`src/rtl/dmem_latency_ctrl_if.sv`:
```
// Bundle between the MEM stage, the latency sequencer and the data RAM.
// The master side is the pipeline plus RAM model. The slave side is the sequencer.
interface dmem_latency_ctrl_if #(
  parameter int AW = 32,
  parameter int DW = 32
);
  logic          MemReadM;
  logic          MemWriteM;
  logic [AW-1:0] ALUOutM;
  logic [DW-1:0] WriteDataM;
  logic          StallMem;
  logic [DW-1:0] ReadDataM;
  logic          ram_we;
  logic [AW-3:0] ram_addr;
  logic [DW-1:0] ram_wdata;
  logic [DW-1:0] ram_rdata;

  modport master (
    output MemReadM, MemWriteM, ALUOutM, WriteDataM, ram_rdata,
    input  StallMem, ReadDataM, ram_we, ram_addr, ram_wdata
  );

  modport slave (
    input  MemReadM, MemWriteM, ALUOutM, WriteDataM, ram_rdata,
    output StallMem, ReadDataM, ram_we, ram_addr, ram_wdata
  );
endinterface

```
`src/rtl/dmem_latency_ctrl.sv`:
```
// Holds each MEM-stage access for LATENCY cycles, stalling the pipeline and issuing a single RAM access.
// LATENCY=0 is a combinational pass-through. Define DMEM_PERF_CNT_EN to add the stall and access counters.
module dmem_latency_ctrl #(
  parameter int LATENCY = 4,
  parameter int AW      = 32,
  parameter int DW      = 32
) (
  input  logic               CLK,
  input  logic               CLR,
  dmem_latency_ctrl_if.slave bus
`ifdef DMEM_PERF_CNT_EN
  ,
  output logic [31:0]        stall_cycles,
  output logic [31:0]        access_cnt
`endif
);

  logic          req_w;
  logic          stall_w;
  logic [AW-3:0] word_addr_w;
  logic [DW-1:0] wdata_w;
  logic          unused_w;
`ifdef DMEM_PERF_CNT_EN
  logic          fire_w;
`endif

  assign req_w       = bus.MemReadM | bus.MemWriteM;
  assign word_addr_w = bus.ALUOutM[AW-1:2];
  assign wdata_w     = bus.WriteDataM;
  assign unused_w    = &{1'b0, bus.ALUOutM[1:0], req_w};
  assign bus.StallMem = stall_w;

  if (LATENCY == 0) begin : g_bypass
    // Outputs are forced low while CLR is asserted, matching the sequenced build.
    assign stall_w       = 1'b0;
    assign bus.ram_we    = CLR & bus.MemWriteM;
    assign bus.ram_addr  = CLR ? word_addr_w : '0;
    assign bus.ram_wdata = CLR ? wdata_w : '0;
    assign bus.ReadDataM = CLR ? bus.ram_rdata : '0;
`ifdef DMEM_PERF_CNT_EN
    assign fire_w = CLR & req_w;
`endif
  end else begin : g_seq
    typedef enum logic [1:0] {IDLE, BUSY, DONE} state_t;
    localparam logic [3:0] CNT_LOAD = 4'(LATENCY - 1);

    state_t        state_q, state_d;
    logic [3:0]    cnt_q, cnt_d;
    logic [AW-3:0] addr_q, addr_d;
    logic [DW-1:0] wdata_q, wdata_d;
    logic [DW-1:0] rdata_q, rdata_d;
    logic          store_q, store_d;
    logic          we_w;

    always_comb begin
      state_d = state_q;
      cnt_d   = cnt_q;
      addr_d  = addr_q;
      wdata_d = wdata_q;
      store_d = store_q;
      rdata_d = rdata_q;
      stall_w = 1'b0;
      we_w    = 1'b0;
      case (state_q)
        IDLE: begin
          // The request cycle itself must stall, so this path is combinational.
          stall_w = req_w & CLR;
          if (req_w) begin
            addr_d  = word_addr_w;
            wdata_d = wdata_w;
            store_d = bus.MemWriteM;
            cnt_d   = CNT_LOAD;
            state_d = BUSY;
          end
        end
        BUSY: begin
          stall_w = 1'b1;
          if (cnt_q != 4'd0) begin
            cnt_d = cnt_q - 4'd1;
          end else begin
            if (store_q) we_w = 1'b1;
            else         rdata_d = bus.ram_rdata;
            state_d = DONE;
          end
        end
        DONE:    state_d = IDLE;
        default: state_d = IDLE;
      endcase
    end

    always_ff @(posedge CLK or negedge CLR) begin
      if (!CLR) begin
        state_q <= IDLE;
        cnt_q   <= '0;
        addr_q  <= '0;
        wdata_q <= '0;
        store_q <= 1'b0;
        rdata_q <= '0;
      end else begin
        state_q <= state_d;
        cnt_q   <= cnt_d;
        addr_q  <= addr_d;
        wdata_q <= wdata_d;
        store_q <= store_d;
        rdata_q <= rdata_d;
      end
    end

    assign bus.ram_we    = we_w;
    assign bus.ram_addr  = addr_q;
    assign bus.ram_wdata = wdata_q;
    assign bus.ReadDataM = rdata_q;
`ifdef DMEM_PERF_CNT_EN
    assign fire_w = (state_q == BUSY) && (cnt_q == 4'd0);
`endif
  end

`ifdef DMEM_PERF_CNT_EN
  logic [31:0] stall_cycles_q, access_cnt_q;

  always_ff @(posedge CLK or negedge CLR) begin
    if (!CLR) begin
      stall_cycles_q <= '0;
      access_cnt_q   <= '0;
    end else begin
      if (stall_w && (stall_cycles_q != '1)) stall_cycles_q <= stall_cycles_q + 32'd1;
      if (fire_w && (access_cnt_q != '1))    access_cnt_q   <= access_cnt_q + 32'd1;
    end
  end

  assign stall_cycles = stall_cycles_q;
  assign access_cnt   = access_cnt_q;
`endif

endmodule
```
`src/flat_wrapper.sv`:
```
// flat-port wrapper written by rule: the top's interface ports become plain ports
module dmem_latency_ctrl_flat 
#(
  parameter int LATENCY = 4,
  parameter int AW      = 32,
  parameter int DW      = 32
)
  (CLK, CLR, bus_MemReadM, bus_MemWriteM, bus_ALUOutM, bus_WriteDataM, bus_ram_rdata, bus_StallMem, bus_ReadDataM, bus_ram_we, bus_ram_addr, bus_ram_wdata);
  dmem_latency_ctrl_if #(.AW(AW), .DW(DW)) bus_i ();
  input  logic CLK;
  input  logic CLR;
  input wire logic [$bits(bus_i.MemReadM)-1:0] bus_MemReadM;
  input wire logic [$bits(bus_i.MemWriteM)-1:0] bus_MemWriteM;
  input wire logic [$bits(bus_i.ALUOutM)-1:0] bus_ALUOutM;
  input wire logic [$bits(bus_i.WriteDataM)-1:0] bus_WriteDataM;
  input wire logic [$bits(bus_i.ram_rdata)-1:0] bus_ram_rdata;
  output wire logic [$bits(bus_i.StallMem)-1:0] bus_StallMem;
  output wire logic [$bits(bus_i.ReadDataM)-1:0] bus_ReadDataM;
  output wire logic [$bits(bus_i.ram_we)-1:0] bus_ram_we;
  output wire logic [$bits(bus_i.ram_addr)-1:0] bus_ram_addr;
  output wire logic [$bits(bus_i.ram_wdata)-1:0] bus_ram_wdata;
  assign bus_i.MemReadM = bus_MemReadM;
  assign bus_i.MemWriteM = bus_MemWriteM;
  assign bus_i.ALUOutM = bus_ALUOutM;
  assign bus_i.WriteDataM = bus_WriteDataM;
  assign bus_i.ram_rdata = bus_ram_rdata;
  assign bus_StallMem = bus_i.StallMem;
  assign bus_ReadDataM = bus_i.ReadDataM;
  assign bus_ram_we = bus_i.ram_we;
  assign bus_ram_addr = bus_i.ram_addr;
  assign bus_ram_wdata = bus_i.ram_wdata;
  dmem_latency_ctrl #(.LATENCY(LATENCY), .AW(AW), .DW(DW)) u_core (.CLK(CLK), .CLR(CLR), .bus(bus_i));
endmodule
```
`config.mk`:
```
export PLATFORM = sky130hd
export DESIGN_NAME = dmem_latency_ctrl_flat
export DESIGN_NICKNAME = d
export VERILOG_FILES = /design/src/rtl/dmem_latency_ctrl_if.sv /design/src/rtl/dmem_latency_ctrl.sv /design/src/flat_wrapper.sv
export SDC_FILE = /design/constraint.sdc
export NUM_CORES = 1
export LEC_CHECK = 0
export BUFFER_PORTS_ARGS = -buffer_cell sky130_fd_sc_hd__buf_2
export CORE_MARGIN = 4
export CORE_UTILIZATION = 48
export CTS_BUF_LIST = sky130_fd_sc_hd__clkbuf_4
export DETAILED_ROUTE_END_ITERATION = 7
export PLACE_DENSITY = 0.94
export SLEW_MARGIN = 20
export SYNTH_ARGS = -nofsm -noshare
export SYNTH_HDL_FRONTEND = slang
export SYNTH_SLANG_ARGS = --single-unit
export TNS_END_PERCENT = 50
```
`constraint.sdc`:
```
create_clock -name CLK -period 2.5 [get_ports CLK]
set_clock_uncertainty 0.05 [all_clocks]
set_input_delay 0 -clock CLK [delete_from_list [all_inputs] [get_ports CLK]]
set_output_delay 0 -clock CLK [all_outputs]
set_load 0.005 [all_outputs]
```
==> After elaboration in Yosys (flattened, before gate mapping) <==
Cells that the tools add are included.
{ "classes": {"add_sub_neg": 1, "multipliers": 0, "n_div": 0, "n_lt_le_gt_ge": 0, "eq_ne": 4, "shifts": 0, "muxes": 10, "bitwise": 4, "reduce_logical": 7} }
{ "op_table": {"columns": ["operator", "n"], "rows": [
  ["$mux 4", 2],
  ["$pmux 4 s2", 1],
  ["$reduce_and 3->1", 2],
  ["$mux 2", 2],
  ["$ne 2x1->1 const B", 2],
  ["$pmux 2 s2", 1],
  ["$reduce_and 2->1", 2],
  ["$reduce_bool 4->1", 1],
  ["$sub 4x1->4 const B", 1],
  ["$mux 1", 3],
  ["$eq 2x1->1 const B", 1],
  ["$logic_not 2->1", 1],
  ["$ne 2x2->1 const B", 1],
  ["$not 1->1", 2],
  ["$pmux 1 s2", 1],
  ["$reduce_bool 2->1", 1],
  ["$and 1x1->1", 1],
  ["$or 1x1->1", 1]
]} }
{ "totals": {"ff_bits": 101, "latchBits": 0, "ram_bits": 0, "romBits": 0, "in_bits": 100, "out_inout_bits": 96, "wordCells": 32, "mem_count": 0} }

==> Logic depth before layout (Yosys ltp) <==
{ "depth": {"ltp_word": 3, "ltp_mapped": 7, "mapped_depth_nobuf": 5} }

==> Worst setup path after synthesis <==
No wires, ideal clock.
{ "synth_timing": {"kind": "flip-flop to flip-flop", "startpoint": "register u_core.g_seq.cnt_q[0]", "endpoint": "register u_core.g_seq.rdata_q[10], in the netlist u_core.bus.ReadDataM[10]", "setup_time_ns": 0.125, "arrival_time_ns": 1.783, "t_required_ns": 2.325, "setup_slack_ns": 0.542, "stages_incl_launch_ff": 8, "path_buffers": 2, "synth_period_minus_slack_ns": 1.958, "path_cell_list": "dfrtp_1 inv_1 ha_1 nand2b_4 or4_4 buf_6 buf_12 mux2_4"} }
{ "synth_via": {"elab_chain_cells": 3} }
{ "synth_rtl": {"columns": ["item", "line", "text"], "rows": [
  ["from (decl)", "dmem_latency_ctrl.sv:48", "logic [3:0] cnt_q, cnt_d;"],
  ["from (signal assigned)", "dmem_latency_ctrl.sv:101", "cnt_q <= cnt_d;"],
  ["$reduce_bool 4->1", "dmem_latency_ctrl.sv:78", "if (cnt_q != 4'd0) begin"],
  ["$not 1->1 (no line)", null, null],
  ["$reduce_and 3->1 (no line)", null, null],
  ["to (signal assigned)", "dmem_latency_ctrl.sv:105", "rdata_q <= rdata_d;"],
  ["to (decl)", "dmem_latency_ctrl.sv:51", "logic [DW-1:0] rdata_q, rdata_d;"]
]} }
No other way between the ends.
A chain may end at the register's enable or synchronous reset.

==> Final worst setup path <==
{ "layout_timing": {"startpoint": "register u_core.g_seq.cnt_q[0]", "endpoint": "register u_core.g_seq.rdata_q[29], in the netlist u_core.bus.ReadDataM[29]"} }
The elaborated chain is that of the path after synthesis.

==> results.md <==
- In the synthesized netlist the dominant register cell turns out to be sky130_fd_sc_hd__dfrtp_1.
- The final instance area is 6150 um2.
- The number of cells in the design after placement is 530.
- The number of warning messages in the yosys log is 0.
- In this design, the stage delay of the slowest critical-path cell is 770 ps.
- The post-route netlist has 57.6% of its cells at a drive strength greater than 1.
- The die outline height is 99.7 um.
- The repair_antennas step left the layout with diodes totalling 0.
- The worst setup path is launched from a flip-flop.
- The routed length per instance is 17.7 um.
- The share of cell area taken by muxes after synthesis is 29.6%.
- After Yosys synthesis, and, or, nand and nor cells account for 2.91% of the synthesized area.
- By area, the combinational part of the netlist is dominated by multiplexers.
- The cell type with the highest aggregate area in the netlist is sky130_fd_sc_hd__dfrtp_1.
- The via count of the first global-routing pass is 3540.
- The peak fanout along the critical path is 32.
- The total half-perimeter wirelength after legalization and detailed placement is 7080 um.
- The area growth from synthesis to layout is 52.5%.
- The number of iterations in the first detailed-routing pass is 4.
- Buffers inserted during clock tree synthesis total 9.
- The flow ran to the end, and the final reports show no timing, DRC or antenna violations.
- The critical path arrival is 2470 ps.
- Across the whole layout, storage elements account for 2530 um2.
- The instance count of the mapped netlist is 240.
- The area of the multi-input gates is 1390 um2.
- Input and output buffers added on the ports amount to 193.
- The number of antenna violations at the first check in global routing is 0.
- The final number of setup-violating endpoints is 0.
- Once layout is complete, the cells apart from fillers number 643.
- The total overflow reported by the global router is 0.
- For this run, the post-layout net count is 635.
- Counting flops and latches in the post-synthesis netlist gives 101.
- The routed layout has 3139 vias.
- In this run, synthesis inferred 0 flip-flops with an integrated enable.
- The count of distinct cell types in the synthesized netlist is 28.
- The endpoint required time on the critical path is 2760 ps.
- In this run the worst hold path is classified as in2async.
- The cell area after placement is 5060 um2.
- The number of cell rows is 33.
- By area the synthesized netlist is led by sky130_fd_sc_hd__dfrtp_1 63%, sky130_fd_sc_hd__mux2_2 18%, sky130_fd_sc_hd__mux2_4 11%.
- The average vias per placed instance is 4.88.
- The number of clock sinks is 101.
- Fill cells in the final layout number 501.
- The number of failing hold endpoints at the final stage is 0.
- The global placer's final weighted congestion is 0.775.
- The power density over the cells is 1040 nW/um2.
- For this run, the total global-route usage over all layers was measured as 23.1%.
- The tool flagged a number of max-cap violations equal to 0.
- Entering global routing, the biggest net connects 51 pins.
- The worst slew margin relative to its limit is 60.0%.
- During I/O placement, the number of pins put on the boundary was 196.
- The capturing element type of the critical path is a flip-flop.
- Setup repair after global routing left no endpoint under its margin.
- The floorplan core area is 8220 um2.
- The clock latency on the worst-skew pair is 400 ps.
- The final critical path takes up 88.3% of the cycle.
- The worst IR drop on VDD is 0.546 mV.
- Of all flip-flops after synthesis, the portion carrying an async set or reset was 100%.
- After detailed routing, the total wire length is 11400 um.
- Sequential elements use 62.6% of the synthesized area.
- Of the total synthesized cell area, the portion taken by full adders, half adders and majority gates is 0.620%.
- The longest clock path from root to sink contains 2 buffers.
- The clock-pin slew on the worst setup and hold paths is 160 ps.
- The critical path goes through inv_1 -> ha_1 -> nand2b_4 -> or4_4 -> mux2_4.
- Counting every net in the synthesized netlist gives 342.
- The mapped netlist covers 4040 um2.
- For this run, the top clock speed supported by timing is 0.453 GHz.
- Counting I/O delays and the setup requirement, the final critical path takes 2210 ps.
- Once the floorplan was initialized, standard cells occupied 49.1% of the core.
- Each instance of the synthesized netlist takes up on average 16.8 um2.
- The compound-gate portion of the synthesized area is 1.36%.
- The count of nets left with antenna violations once routing finished came out at 0.
- In this run the static leakage power is 0.00311 uW.
- The first global-routing pass estimated 17700 um of wire.
- The met3 track demand over resource in global routing is 5.82%.
- The total count of max-transition violations in the final report is 0.
- The met2 global-route usage is 45.5%.
- In the routed design, unresolved DRC markers number 0.
- The setup path with the least slack is of type reg2reg.
- TritonCTS built the clock tree.
- In this run the most used layer during global routing was met2.
- The summed negative setup slack over all endpoints is 0 ps.
- After the first detailed-routing iteration, the DRC count stood at 55.
- The die covers 9940 um2.
- The root buffer cell is sky130_fd_sc_hd__clkbuf_4.
- Global routing used 23.1% of the available met1 tracks.
- The largest individual stage delay along the critical path comes from the cell sky130_fd_sc_hd__or4_4.
- After Yosys synthesis, XOR and XNOR cells account for 0% of the synthesized area.
- The deepest level of the CTS H-tree is 3.
- The die extent in x is 99.7 um.
- The share of Yosys cell area claimed by the top area cell type is 62.6%.
- The slew of the pin with the lowest slew margin is 599 ps.
==> report_power, final <==
group	switching [uW]	total (uW)	leakage (uW)	internal [uW]
registers	474	2930	0.00119	2460
logic	1050	2740	0.00186	1690
clock network	512	742	0.0000611	230
==> path summary, 6_finish.rpt <==
| path | start | endpoint | slack, ps | cells after the start |
|---|---|---|---|---|
| max in group asynchronous | CLR | u_core.bus.ram_wdata[24] | 1480 | 3 |
| hold / removal | CLR | u_core.bus.ReadDataM[19] | 90 | 2 |
| setup reg to reg | u_core.g_seq.cnt_q[0] | u_core.bus.ReadDataM[29] | 290 | 5 |
| min in group CLK | bus_WriteDataM[17] | u_core.bus.ram_wdata[17] | 280 | 3 |
| setup / recovery | u_core.g_seq.cnt_q[0] | u_core.bus.ReadDataM[29] | 290 | 5 |
| hold reg to reg | u_core.bus.ram_wdata[6] | u_core.bus.ram_wdata[6] | 470 | 1 |
==> cell usage in the layout, fill, tap and decap left out, drive strengths merged <==
master / instances
a211oi: 1
ha: 2
mux2i: 1
buf: 196
mux2: 95
clkinv: 2
nor3b: 1
o21ai: 4
nand3: 2
or3b: 1
or4: 1
o21a: 2
nand4b: 1
and3: 1
nor2: 3
o211ai: 1
clkinvlp: 2
inv: 4
dlygate4sd3: 97
nor2b: 1
nor3: 1
nand2b: 2
a21oi: 1
nand2: 1
dfrtp: 101
clkbuf: 11
or2: 2
nor4: 1
==> per-stage QoR <==
step | util (%) | hold slack, ps | setup slack, ps | power, uW
floorplan | - | -346 | 542 | 4360
global placement | 61.6 | -27.2 | 407 | 5360
detailed placement | 61.6 | -10.8 | 330 | 5560
CTS | 74.9 | 41.5 | 285 | 6430
global route | 74.9 | 99.1 | 200 | 6830
finish | 74.9 | 91.7 | 293 | 6420
==> metal layers <==
metal	vias to the layer above	wire length, um
met4	0	310
met5	-	0
met2	128	6410
li1	1428	-
met3	25	720
met1	1558	3930
==> flip-flops by register name (all words and copies together) (netlist names) <==
name	cells
u_core.bus.ReadDataM	32
u_core.bus.ram_wdata	32
u_core.bus.ram_addr	30
u_core.g_seq.cnt_q	4
u_core.g_seq.state_q	2
u_core.g_seq.store_q	1
==> what timing repair did <==
action	4_1_cts	5_1_grt
hold buffers	97	0
setup buffers	0	0
hold endpoints to repair	140	0
gates resized for setup	0	0
==> cell type report <==
| class | count | area share, % |
|---|---|---|
| tap | 105 | 2.14 |
| sequential | 101 | 41.1 |
| inverter | 3 | 0.183 |
| multi-input combinational | 125 | 22.6 |
| timing repair buffer | 293 | 32.1 |
| clock buffer | 11 | 1.34 |
| clock inverter | 5 | 0.590 |
==> Yosys cell counts (2+ instances only) <==
cell type and count:
sky130_fd_sc_hd__buf_12 3, sky130_fd_sc_hd__ha_1 2, sky130_fd_sc_hd__mux2_4 30, sky130_fd_sc_hd__nor2_1 3, sky130_fd_sc_hd__inv_1 3, sky130_fd_sc_hd__o21a_1 2, sky130_fd_sc_hd__or2_1 2, sky130_fd_sc_hd__nand3_1 2
sky130_fd_sc_hd__mux2_2 65, sky130_fd_sc_hd__o21ai_0 4, sky130_fd_sc_hd__buf_2 7, sky130_fd_sc_hd__dfrtp_1 101
==> critical path, delay by kind of cell, from the launching register on <==
kind                     cells  cell delay [ps]
flip-flops                   1              440
buffers and inverters        1              110
adder cells (fa/ha/maj)      1              250
AND/OR/NAND/NOR              2              840
multiplexers                 1              400
==> cell families after synthesis <==
group / after synthesis
AO/OA/AOI/OAI: 9
buffers and inverters: 14
AND/OR/NAND/NOR: 18
flip-flops: 101
multiplexers: 96
adder cells (fa/ha/maj): 2
Note: power is estimated with default switching activity, not from simulation.
